File: config.mk
export PLATFORM = sky130hd
export DESIGN_NAME = mul_share_sched_flat
export DESIGN_NICKNAME = d
export VERILOG_FILES = /design/src/rtl/mul_share_pkg.sv /design/src/rtl/mul_share_sched_if.sv /design/src/rtl/mul_share_sched_rr_arbiter.sv /design/src/rtl/mul_share_sched.sv /design/src/flat_wrapper.sv
export SDC_FILE = /design/constraint.sdc
export NUM_CORES = 1
export LEC_CHECK = 0
export BUFFER_PORTS_ARGS = -buffer_cell sky130_fd_sc_hd__buf_2
export CAP_MARGIN = 15
export CORE_AREA = 2 2 180 182
export DETAILED_ROUTE_END_ITERATION = 12
export DIE_AREA = 0 0 182 184
export GPL_TIMING_DRIVEN = 1
export SLEW_MARGIN = 20
export SYNTH_ARGS = -nofsm -noshare
export SYNTH_HDL_FRONTEND = slang
export SYNTH_HIERARCHICAL = 1
export SYNTH_SLANG_ARGS = --single-unit
File: constraint.sdc
create_clock -name clk -period 3.52 [get_ports clk]
set_input_delay 0.176 -clock clk [delete_from_list [all_inputs] [get_ports clk]]
set_output_delay 0.176 -clock clk [all_outputs]
set_load 0.02 [all_outputs]
File: src/rtl/mul_share_pkg.sv
// Shared types and defaults for the multiplier-sharing scheduler.
package mul_share_pkg;

   localparam int DEF_NUM_REQ = 4;
   localparam int DEF_WIDTH   = 32;
   localparam int DEF_TIMEOUT = 64;

   typedef enum logic [1:0] {
      IDLE  = 2'd0,
      ISSUE = 2'd1,
      WAIT  = 2'd2,
      RESP  = 2'd3
   } state_t;

   // Requester ID width; a single-requester build still needs one bit.
   function automatic int id_width(input int n);
      return (n > 1) ? $clog2(n) : 1;
   endfunction

endpackage

File: src/rtl/mul_share_sched_if.sv
// Request, response and core-launch signals of the multiplier-sharing scheduler.
interface mul_share_sched_if
   import mul_share_pkg::*;
#(
   parameter int NUM_REQ = DEF_NUM_REQ,
   parameter int WIDTH   = DEF_WIDTH,
   parameter int ID_W    = id_width(NUM_REQ)
);
   logic [NUM_REQ-1:0]       req_valid;
   logic [NUM_REQ-1:0]       req_ready;
   logic [NUM_REQ*WIDTH-1:0] req_a;
   logic [NUM_REQ*WIDTH-1:0] req_b;

   logic                     rsp_valid;
   logic                     rsp_ready;
   logic [ID_W-1:0]          rsp_id;
   logic [2*WIDTH-1:0]       rsp_product;
   logic                     rsp_err;

   logic                     mul_start;
   logic [WIDTH-1:0]         mul_a;
   logic [WIDTH-1:0]         mul_b;
   logic                     mul_done;
   logic [2*WIDTH-1:0]       mul_product;

   logic                     busy;

   modport slave (
      input  req_valid, req_a, req_b, rsp_ready, mul_done, mul_product,
      output req_ready, rsp_valid, rsp_id, rsp_product, rsp_err,
             mul_start, mul_a, mul_b, busy
   );

   modport master (
      output req_valid, req_a, req_b, rsp_ready, mul_done, mul_product,
      input  req_ready, rsp_valid, rsp_id, rsp_product, rsp_err,
             mul_start, mul_a, mul_b, busy
   );

endinterface

File: src/rtl/mul_share_sched_rr_arbiter.sv
// Combinational round-robin arbiter: first asserted request at or after ptr wins.
module rr_arbiter #(
   parameter int NUM_REQ = 4,
   parameter int ID_W    = 2
) (
   input  logic [NUM_REQ-1:0] req,
   input  logic [ID_W-1:0]    ptr,
   output logic [NUM_REQ-1:0] grant,
   output logic [ID_W-1:0]    grant_idx
);

   logic [ID_W:0]   sum  [NUM_REQ];
   logic [ID_W-1:0] cand [NUM_REQ];
   logic            found;

   // cand[k] is the requester examined k-th, i.e. (ptr + k) mod NUM_REQ.
   for (genvar gi = 0; gi < NUM_REQ; gi++) begin : g_cand
      assign sum[gi]  = {1'b0, ptr} + (ID_W+1)'(gi);
      assign cand[gi] = (sum[gi] >= (ID_W+1)'(NUM_REQ)) ?
                        ID_W'(sum[gi] - (ID_W+1)'(NUM_REQ)) : sum[gi][ID_W-1:0];
   end

   always_comb begin
      grant     = '0;
      grant_idx = '0;
      found     = 1'b0;
      for (int k = 0; k < NUM_REQ; k++) begin
         if (!found && req[cand[k]]) begin
            found           = 1'b1;
            grant_idx       = cand[k];
            grant[cand[k]]  = 1'b1;
         end
      end
   end

endmodule

File: src/rtl/mul_share_sched.sv
// Shares one sequential multiplier core among NUM_REQ requesters with
// round-robin arbitration, a launch pulse, done timeout and a tagged response.
module mul_share_sched
   import mul_share_pkg::*;
#(
   parameter int NUM_REQ = DEF_NUM_REQ,
   parameter int WIDTH   = DEF_WIDTH,
   parameter int TIMEOUT = DEF_TIMEOUT,
   parameter int ID_W    = id_width(NUM_REQ)
) (
   input logic              clk,
   input logic              reset,
   mul_share_sched_if.slave bus
);

   localparam int                CNT_W    = $clog2(TIMEOUT + 1);
   localparam logic [CNT_W-1:0]  CNT_LAST = CNT_W'(TIMEOUT - 1);
   localparam logic [ID_W-1:0]   ID_LAST  = ID_W'(NUM_REQ - 1);

   state_t               state_reg;
   state_t               state_next;
   logic [ID_W-1:0]      ptr_reg;
   logic [ID_W-1:0]      id_reg;
   logic [WIDTH-1:0]     a_reg;
   logic [WIDTH-1:0]     b_reg;
   logic [2*WIDTH-1:0]   prod_reg;
   logic                 err_reg;
   logic [CNT_W-1:0]     cnt_reg;

   logic [NUM_REQ-1:0]   grant;
   logic [ID_W-1:0]      grant_idx;
   logic                 accept;
   logic                 timed_out;
   logic [WIDTH-1:0]     a_slice [NUM_REQ];
   logic [WIDTH-1:0]     b_slice [NUM_REQ];

   for (genvar gi = 0; gi < NUM_REQ; gi++) begin : g_slice
      assign a_slice[gi] = bus.req_a[gi*WIDTH +: WIDTH];
      assign b_slice[gi] = bus.req_b[gi*WIDTH +: WIDTH];
   end

   rr_arbiter #(
      .NUM_REQ (NUM_REQ),
      .ID_W    (ID_W)
   ) u_arb (
      .req       (bus.req_valid),
      .ptr       (ptr_reg),
      .grant     (grant),
      .grant_idx (grant_idx)
   );

   assign accept    = (state_reg == IDLE) && (grant != '0);
   assign timed_out = (cnt_reg == CNT_LAST);

   always_comb begin
      state_next = state_reg;
      case (state_reg)
         IDLE:    if (accept) state_next = ISSUE;
         ISSUE:   state_next = WAIT;
         WAIT:    if (bus.mul_done || timed_out) state_next = RESP;
         RESP:    if (bus.rsp_ready) state_next = IDLE;
         default: state_next = IDLE;
      endcase
   end

   always_ff @(posedge clk) begin
      if (!reset) begin
         state_reg <= IDLE;
         ptr_reg   <= '0;
         id_reg    <= '0;
         a_reg     <= '0;
         b_reg     <= '0;
         prod_reg  <= '0;
         err_reg   <= 1'b0;
         cnt_reg   <= '0;
      end else begin
         state_reg <= state_next;
         case (state_reg)
            IDLE: begin
               if (accept) begin
                  a_reg  <= a_slice[grant_idx];
                  b_reg  <= b_slice[grant_idx];
                  id_reg <= grant_idx;
               end
            end
            ISSUE: cnt_reg <= '0;
            WAIT: begin
               cnt_reg <= cnt_reg + CNT_W'(1);
               // A done arriving on the timeout cycle still delivers the real product.
               if (bus.mul_done) begin
                  prod_reg <= bus.mul_product;
                  err_reg  <= 1'b0;
               end else if (timed_out) begin
                  prod_reg <= '0;
                  err_reg  <= 1'b1;
               end
            end
            RESP: begin
               if (bus.rsp_ready) begin
                  ptr_reg <= (id_reg == ID_LAST) ? '0 : id_reg + ID_W'(1);
               end
            end
            default: ;
         endcase
      end
   end

   assign bus.req_ready   = (state_reg == IDLE) ? grant : '0;
   assign bus.mul_start   = (state_reg == ISSUE);
   assign bus.mul_a       = a_reg;
   assign bus.mul_b       = b_reg;
   assign bus.rsp_valid   = (state_reg == RESP);
   assign bus.rsp_id      = id_reg;
   assign bus.rsp_product = prod_reg;
   assign bus.rsp_err     = err_reg;
   assign bus.busy        = (state_reg != IDLE);

endmodule

File: src/flat_wrapper.sv
// flat-port wrapper written by rule: the top's interface ports become plain ports
module mul_share_sched_flat import mul_share_pkg::*;
#(
   parameter int NUM_REQ = DEF_NUM_REQ,
   parameter int WIDTH   = DEF_WIDTH,
   parameter int TIMEOUT = DEF_TIMEOUT,
   parameter int ID_W    = id_width(NUM_REQ)
)
  (clk, reset, bus_req_valid, bus_req_a, bus_req_b, bus_rsp_ready, bus_mul_done, bus_mul_product, bus_req_ready, bus_rsp_valid, bus_rsp_id, bus_rsp_product, bus_rsp_err, bus_mul_start, bus_mul_a, bus_mul_b, bus_busy);
  mul_share_sched_if #(.NUM_REQ(NUM_REQ), .WIDTH(WIDTH), .ID_W(ID_W)) bus_i ();
  input logic clk;
  input logic reset;
  input wire logic [$bits(bus_i.req_valid)-1:0] bus_req_valid;
  input wire logic [$bits(bus_i.req_a)-1:0] bus_req_a;
  input wire logic [$bits(bus_i.req_b)-1:0] bus_req_b;
  input wire logic [$bits(bus_i.rsp_ready)-1:0] bus_rsp_ready;
  input wire logic [$bits(bus_i.mul_done)-1:0] bus_mul_done;
  input wire logic [$bits(bus_i.mul_product)-1:0] bus_mul_product;
  output wire logic [$bits(bus_i.req_ready)-1:0] bus_req_ready;
  output wire logic [$bits(bus_i.rsp_valid)-1:0] bus_rsp_valid;
  output wire logic [$bits(bus_i.rsp_id)-1:0] bus_rsp_id;
  output wire logic [$bits(bus_i.rsp_product)-1:0] bus_rsp_product;
  output wire logic [$bits(bus_i.rsp_err)-1:0] bus_rsp_err;
  output wire logic [$bits(bus_i.mul_start)-1:0] bus_mul_start;
  output wire logic [$bits(bus_i.mul_a)-1:0] bus_mul_a;
  output wire logic [$bits(bus_i.mul_b)-1:0] bus_mul_b;
  output wire logic [$bits(bus_i.busy)-1:0] bus_busy;
  assign bus_i.req_valid = bus_req_valid;
  assign bus_i.req_a = bus_req_a;
  assign bus_i.req_b = bus_req_b;
  assign bus_i.rsp_ready = bus_rsp_ready;
  assign bus_i.mul_done = bus_mul_done;
  assign bus_i.mul_product = bus_mul_product;
  assign bus_req_ready = bus_i.req_ready;
  assign bus_rsp_valid = bus_i.rsp_valid;
  assign bus_rsp_id = bus_i.rsp_id;
  assign bus_rsp_product = bus_i.rsp_product;
  assign bus_rsp_err = bus_i.rsp_err;
  assign bus_mul_start = bus_i.mul_start;
  assign bus_mul_a = bus_i.mul_a;
  assign bus_mul_b = bus_i.mul_b;
  assign bus_busy = bus_i.busy;
  mul_share_sched #(.NUM_REQ(NUM_REQ), .WIDTH(WIDTH), .TIMEOUT(TIMEOUT), .ID_W(ID_W)) u_core (.clk(clk), .reset(reset), .bus(bus_i));
endmodule
Yosys cells after proc, flatten, opt, wreduce, memory -nomap -nowiden
Cells that the tools add are included.
{ "op_classes": {"bitwise": 4, "n_addsub": 9, "n_eq_ne": 8, "muxes": 48, "reduce_logical": 21, "order_cmp": 13} }
{ "ops": {"columns": ["op", "count"], "rows": [
  ["32-bit binary-select mux with 2-bit select", 2],
  ["32-bit 2-to-1 mux", 4],
  ["64-bit 2-to-1 mux", 2],
  ["2-bit 2-to-1 mux", 12],
  ["4-bit 2-to-1 mux", 5],
  ["7-bit case mux with 2 select lines", 1],
  ["1-bit 2-to-1 mux", 13],
  ["3-bit greater-or-equal comparator, second input constant", 4],
  ["2-bit by 3-bit less-than comparator with 1-bit output, second input constant", 4],
  ["4-bit OR", 3],
  ["1-bit binary-select mux with 2-bit select", 4],
  ["1-bit demux with 2-bit select", 4],
  ["2-bit by 1-bit greater-or-equal comparator with 1-bit output, second input constant", 4],
  ["1-bit logical AND", 8],
  ["2-bit case mux with 4 select lines", 1],
  ["2-bit by 1-bit subtractor with 2-bit output, second input constant", 4],
  ["7-bit by 1-bit adder with 7-bit output, second input constant", 1],
  ["7-bit by 6-bit == test with 1-bit output, second input constant", 1],
  ["2-bit by 2-bit adder with 3-bit output, second input constant", 2],
  ["2-bit == test, second input constant", 3],
  ["2-bit AND reduction", 3],
  ["2-bit nonzero test", 3],
  ["2-bit by 1-bit inequality test with 1-bit output, second input constant", 2],
  ["4-bit nonzero test", 1],
  ["other kinds (10)", 12]
]} }
{ "totals": {"regBits": 142, "output_inout_bits": 138, "inputBits": 328, "elab_cells": 111} }

Logic depth before layout (Yosys ltp)
{ "logic_depth": {"word_depth": 18, "ltp_mapped": 14, "ltp_nobuf": 11} }

By module
Netlist, hierarchy kept.
{ "by_module_without_submodules": {"columns": ["mod", "seq_area_each_um2", "area_per_inst_um2", "cells_per_inst", "n_inst"], "rows": [
  ["mul_share_sched", 2842.7, 6525.0, 588, 1],
  ["rr_arbiter", 0.0, 419.2, 46, 1]
]} }

Worst setup path before layout
No wires, ideal clock.
{ "synth_path": {"path_type": "register to register", "start": "register u_core.ptr_reg[0]", "end": "register u_core.a_reg[10] (netlist: u_core/bus.mul_a[10])", "t_arrival_ns": 2.950, "path_slack_ns": 0.438, "path_buffers": 3, "setup_ns": 0.132, "path_stages_with_launch": 14, "synth_period_minus_slack_ns": 3.082, "required_ns": 3.388, "path_cell_list": "dfxtp_1 -> buf_2 -> inv_1 -> ha_1 -> mux4_2 -> nor2b_4 -> o21ai_1 -> and3_1 -> o22ai_1 -> buf_2 -> buf_2 -> mux4_2 -> nand2_1 -> a21oi_1"} }
{ "synth_via": {"elab_chain_cells": 18, "elab_cells_between_ends": 70, "cone_classes": "add/sub (7); order compare (12); mux (34); bitwise (4); reduce/logical (13)"} }
{ "synth_rtl": {"columns": ["item", "line_no", "text"], "rows": [
  ["start: declaration", "mul_share_sched.sv:22", "logic [ID_W-1:0] ptr_reg;"],
  ["start signal: assignment", "mul_share_sched.sv:100", "ptr_reg <= (id_reg == ID_LAST) ? '0 : id_reg + ID_W'(1);"],
  ["branches (longest 13 deep; another with 2-bit by 1-bit adder with 3-bit output)", null, null],
  ["2-bit 2-to-1 mux *", "mul_share_sched_rr_arbiter.sv:28", "if (!found && req[cand[k]]) begin"],
  ["via u_core.grant_idx[1]", "mul_share_sched.sv:31", "logic [ID_W-1:0] grant_idx;"],
  ["2-bit NOT with 3-bit output (not written as such) *", "mul_share_sched.sv:81", "a_reg <= a_slice[grant_idx];"],
  ["32-bit binary-select mux with 2-bit select *", "mul_share_sched.sv:81", null],
  ["32-bit 2-to-1 mux (not written as such) * (2 in a row)", "mul_share_sched.sv:81", null],
  ["end signal: assignment", "mul_share_sched.sv:81", null],
  ["end: declaration", "mul_share_sched.sv:24", "logic [WIDTH-1:0] a_reg;"]
]} }
Mark *: on every way through the listed nets, which the timed path passes. The select of a mux whose other input is x is not followed.
A chain may end at the register's enable or synchronous reset.

Final worst setup path
{ "layout_path": {"start": "register u_core.ptr_reg[1]", "end": "register u_core.b_reg[16] (netlist: u_core/bus.mul_b[16])"} }
{ "layout_via": {"elab_chain_cells": 18, "elab_cells_between_ends": 70, "cone_classes": "add/sub (7); order compare (12); mux (34); bitwise (4); reduce/logical (13)"} }
{ "layout_rtl": {"columns": ["item", "line_no", "text"], "rows": [
  ["branches (longest 13 deep; another with 2-bit by 1-bit adder with 3-bit output)", null, null],
  ["2-bit 2-to-1 mux *", "mul_share_sched_rr_arbiter.sv:28", null],
  ["via u_core.grant_idx[0]", "mul_share_sched.sv:31", null],
  ["2-bit NOT with 3-bit output (not written as such) *", "mul_share_sched.sv:82", "b_reg <= b_slice[grant_idx];"],
  ["32-bit binary-select mux with 2-bit select *", "mul_share_sched.sv:82", null],
  ["32-bit 2-to-1 mux (not written as such) * (2 in a row)", "mul_share_sched.sv:82", null],
  ["end signal: assignment", "mul_share_sched.sv:82", null],
  ["end: declaration", "mul_share_sched.sv:25", "logic [WIDTH-1:0] b_reg;"]
]} }
Marks and branches as above.

==> impl_metrics.yaml <==
synthesis:
  synthesis.area_sq_um: 6940
  synth_edf_count: 0
  synth_nets: 974
  yosysSeqAreaShare_pct: 40.9
  synthTopCellsByCount: "dfxtp_1 (142), nand2_1 (142), a21oi_1 (74)"
  synth_top_flop_cell: "dfxtp_1"
  synth_top_cell_by_area: "dfxtp_1"
  syn_inst: 634
  synth-seq-cells: 142
  yosysTopAreaCellShare_pct: 40.9
  synth_warnings: 6
  synthArstFlopShare_pct: 0
  ys_types: 46
  synth.avg_cell_area_sq_um: 11.0
  synthTopCellsByArea: "dfxtp_1 (41%), mux4_2 (22%), a22o_1 (7.7%)"
pwr:
  irDropWorstVdd_mv: 0.323
  leakage_uw: 0.00499
  power_density_nw_per_um2: 598
floorplanning:
  core_area_sq_um: 31400
  start_util_pct: 22.1
  die_area_sq_um: 33500
  rows: 65
  die_h_microns: 184
  io_pins: 466
  die_x_microns: 182
setup_path:
  crit_type: "reg -> reg"
  path_max_fanout: 24
  endpoint_kind: "flop"
  crit_arrival_ns: 3.54
  cp.required_ns: 3.80
  start_kind: "flop"
placed_design:
  io_buffers: 465
  gp_congestion: 0.828
  dpl.hpwl_mm: 19.2
clock_tree:
  root_buffer: "clkbuf_16"
  tritoncts.num_buffers: 17
  clockBufferDepth: 2
  cts_setup_buffers: 0
  cts_tree: "done"
  cts-htree-levels: 4
  insertion_delay_ns: 0.43
  clock_sinks: 142
  cts_resized: 0
  cts_hold_buf: 65
  clk_pin_slew_ns: 0.06
cells_and_area:
  drive_gt1_share_pct: 51.6
  largest_reg_flops: 64
  final_core_util_pct: 34.5
  finalNetCount: 1485
  nFillCells: 3147
  synthToLayoutAreaGrowth_pct: 56.0
global_routing:
  grt_max_degree: 72
  grt_antenna_before_repair: 5
  track_usage_pct: 15.3
  grt_first_pass_wirelength_mm: 39.6
  grt-ovfl-total: 0
  grt_pass1_vias: 7151
timing:
  slew_headroom_pct: 43.5
  fin_crit_ns: 3.26
  fin_crit_sh_pct: 92.7
  tightestPinTransition_ns: 0.848
  rsz0062_at_grt: "false"
  setup_viol: 0
  timing.fmax_mhz: 306
  hold_viol_final: 0
  worst_hold_slack_ns: 0.0391
  finalMaxSlewViolations: 0
  fin_setup_tns_ns: 0
  clock_skew_ns: 0.0108
outcome:
  status: "finished, final reports clean"
job:
  max-cap-violations: 0
routing:
  via_count: 7136
  firstDrtPassIters: 4
  drc_errors: 0
  detail_route.wl_per_cell_microns: 16.8
  vias_per_cell: 4.57
  drt_iter0_drc: 299
  drtAntennaViolNets: 0
  wirelength_mm: 26.3
min_path:
  hp-class: "in -> reg"
[routing by layer]
metal	wire (microns)	global-route usage, %	up-vias
li1	-	-	3381
met2	13300	26.7	343
met5	36	0	-
met1	9990	17.1	3372
met3	2540	6.14	34
met4	419	4.65	6
[through the flow]
stage	std cells	cell area (sq um)	setup WS, ns	power (uW)
after global routing	1561	10800	0.0451	6890
after CTS	1560	10800	0.222	6580
after detailed placement	1463	9600	0.245	4700
final	1563	10800	0.257	6480
after global placement	1463	9600	0.357	4660
after floorplan	634	6940	0.438	3840
[layout make-up]
cell class	instances	area, sq um	share of cell area [%]
diodes	3	7.51	0.0693
clock buffers	19	453	4.18
clock inverters	13	128	1.18
inverters	10	37.5	0.346
multi-input cells	430	3710	34.2
flip-flops and latches	142	2840	26.2
well taps	402	503	4.64
repair buffers	544	3160	29.1
[cells by family (layout without fill, tap and decap cells)]
kind of cell             Yosys count  count (layout)  synth area share (%)
buffers and inverters             62             586                  6.23
multiplexers                      71              71                  22.5
AO/OA/AOI/OAI                    169             169                  16.8
other                              0               3                     0
adder cells (fa/ha/maj)           12              12                  2.16
AND/OR/NAND/NOR                  175             175                  10.9
XOR/XNOR                           3               3                 0.378
flip-flops                       142             142                  40.9
[final timing paths]
path                             start                    to  slack, ns  cells past startpoint
setup / recovery     u_core/ptr_reg[1]  u_core/bus.mul_b[16]       0.26                      9
hold / removal                   reset     u_core/cnt_reg[6]       0.04                      2
setup reg to reg     u_core/ptr_reg[1]  u_core/bus.mul_b[16]       0.26                      9
hold reg to reg   u_core/bus.mul_b[18]  u_core/bus.mul_b[18]       0.45                      2
[placed cells by master, fill, tap and decap left out, types with 6 or more instances in the layout]
cell type	Yosys	routed
mux4_2	67	67
inv_1	9	8
a21oi_1	74	74
nand2_1	142	142
dlygate4sd3_1	0	65
ha_1	12	12
buf_4	2	8
nor2_1	8	7
buf_2	16	465
dfxtp_1	142	142
o21ai_1	6	6
clkbuf_16	0	17
a22oi_1	8	8
a22o_1	61	61
buf_12	0	6
[critical path: stages, from the launching register on]
cell and delay (ns):
dfxtp_1 0.44, inv_1 0.14, ha_1 0.32, mux4_2 0.37, nor2_1 0.11, o31ai_4 0.69
buf_12 0.30, mux4_2 0.55, nand2_1 0.10, a21oi_1 0.06
[report_power, final]
part / internal, uW / switching (uW)
Combinational: 1070 / 1520
Sequential: 1930 / 174
Clock: 1020 / 760
Total: 4020 / 2460
(Power assumes the default switching activity.)
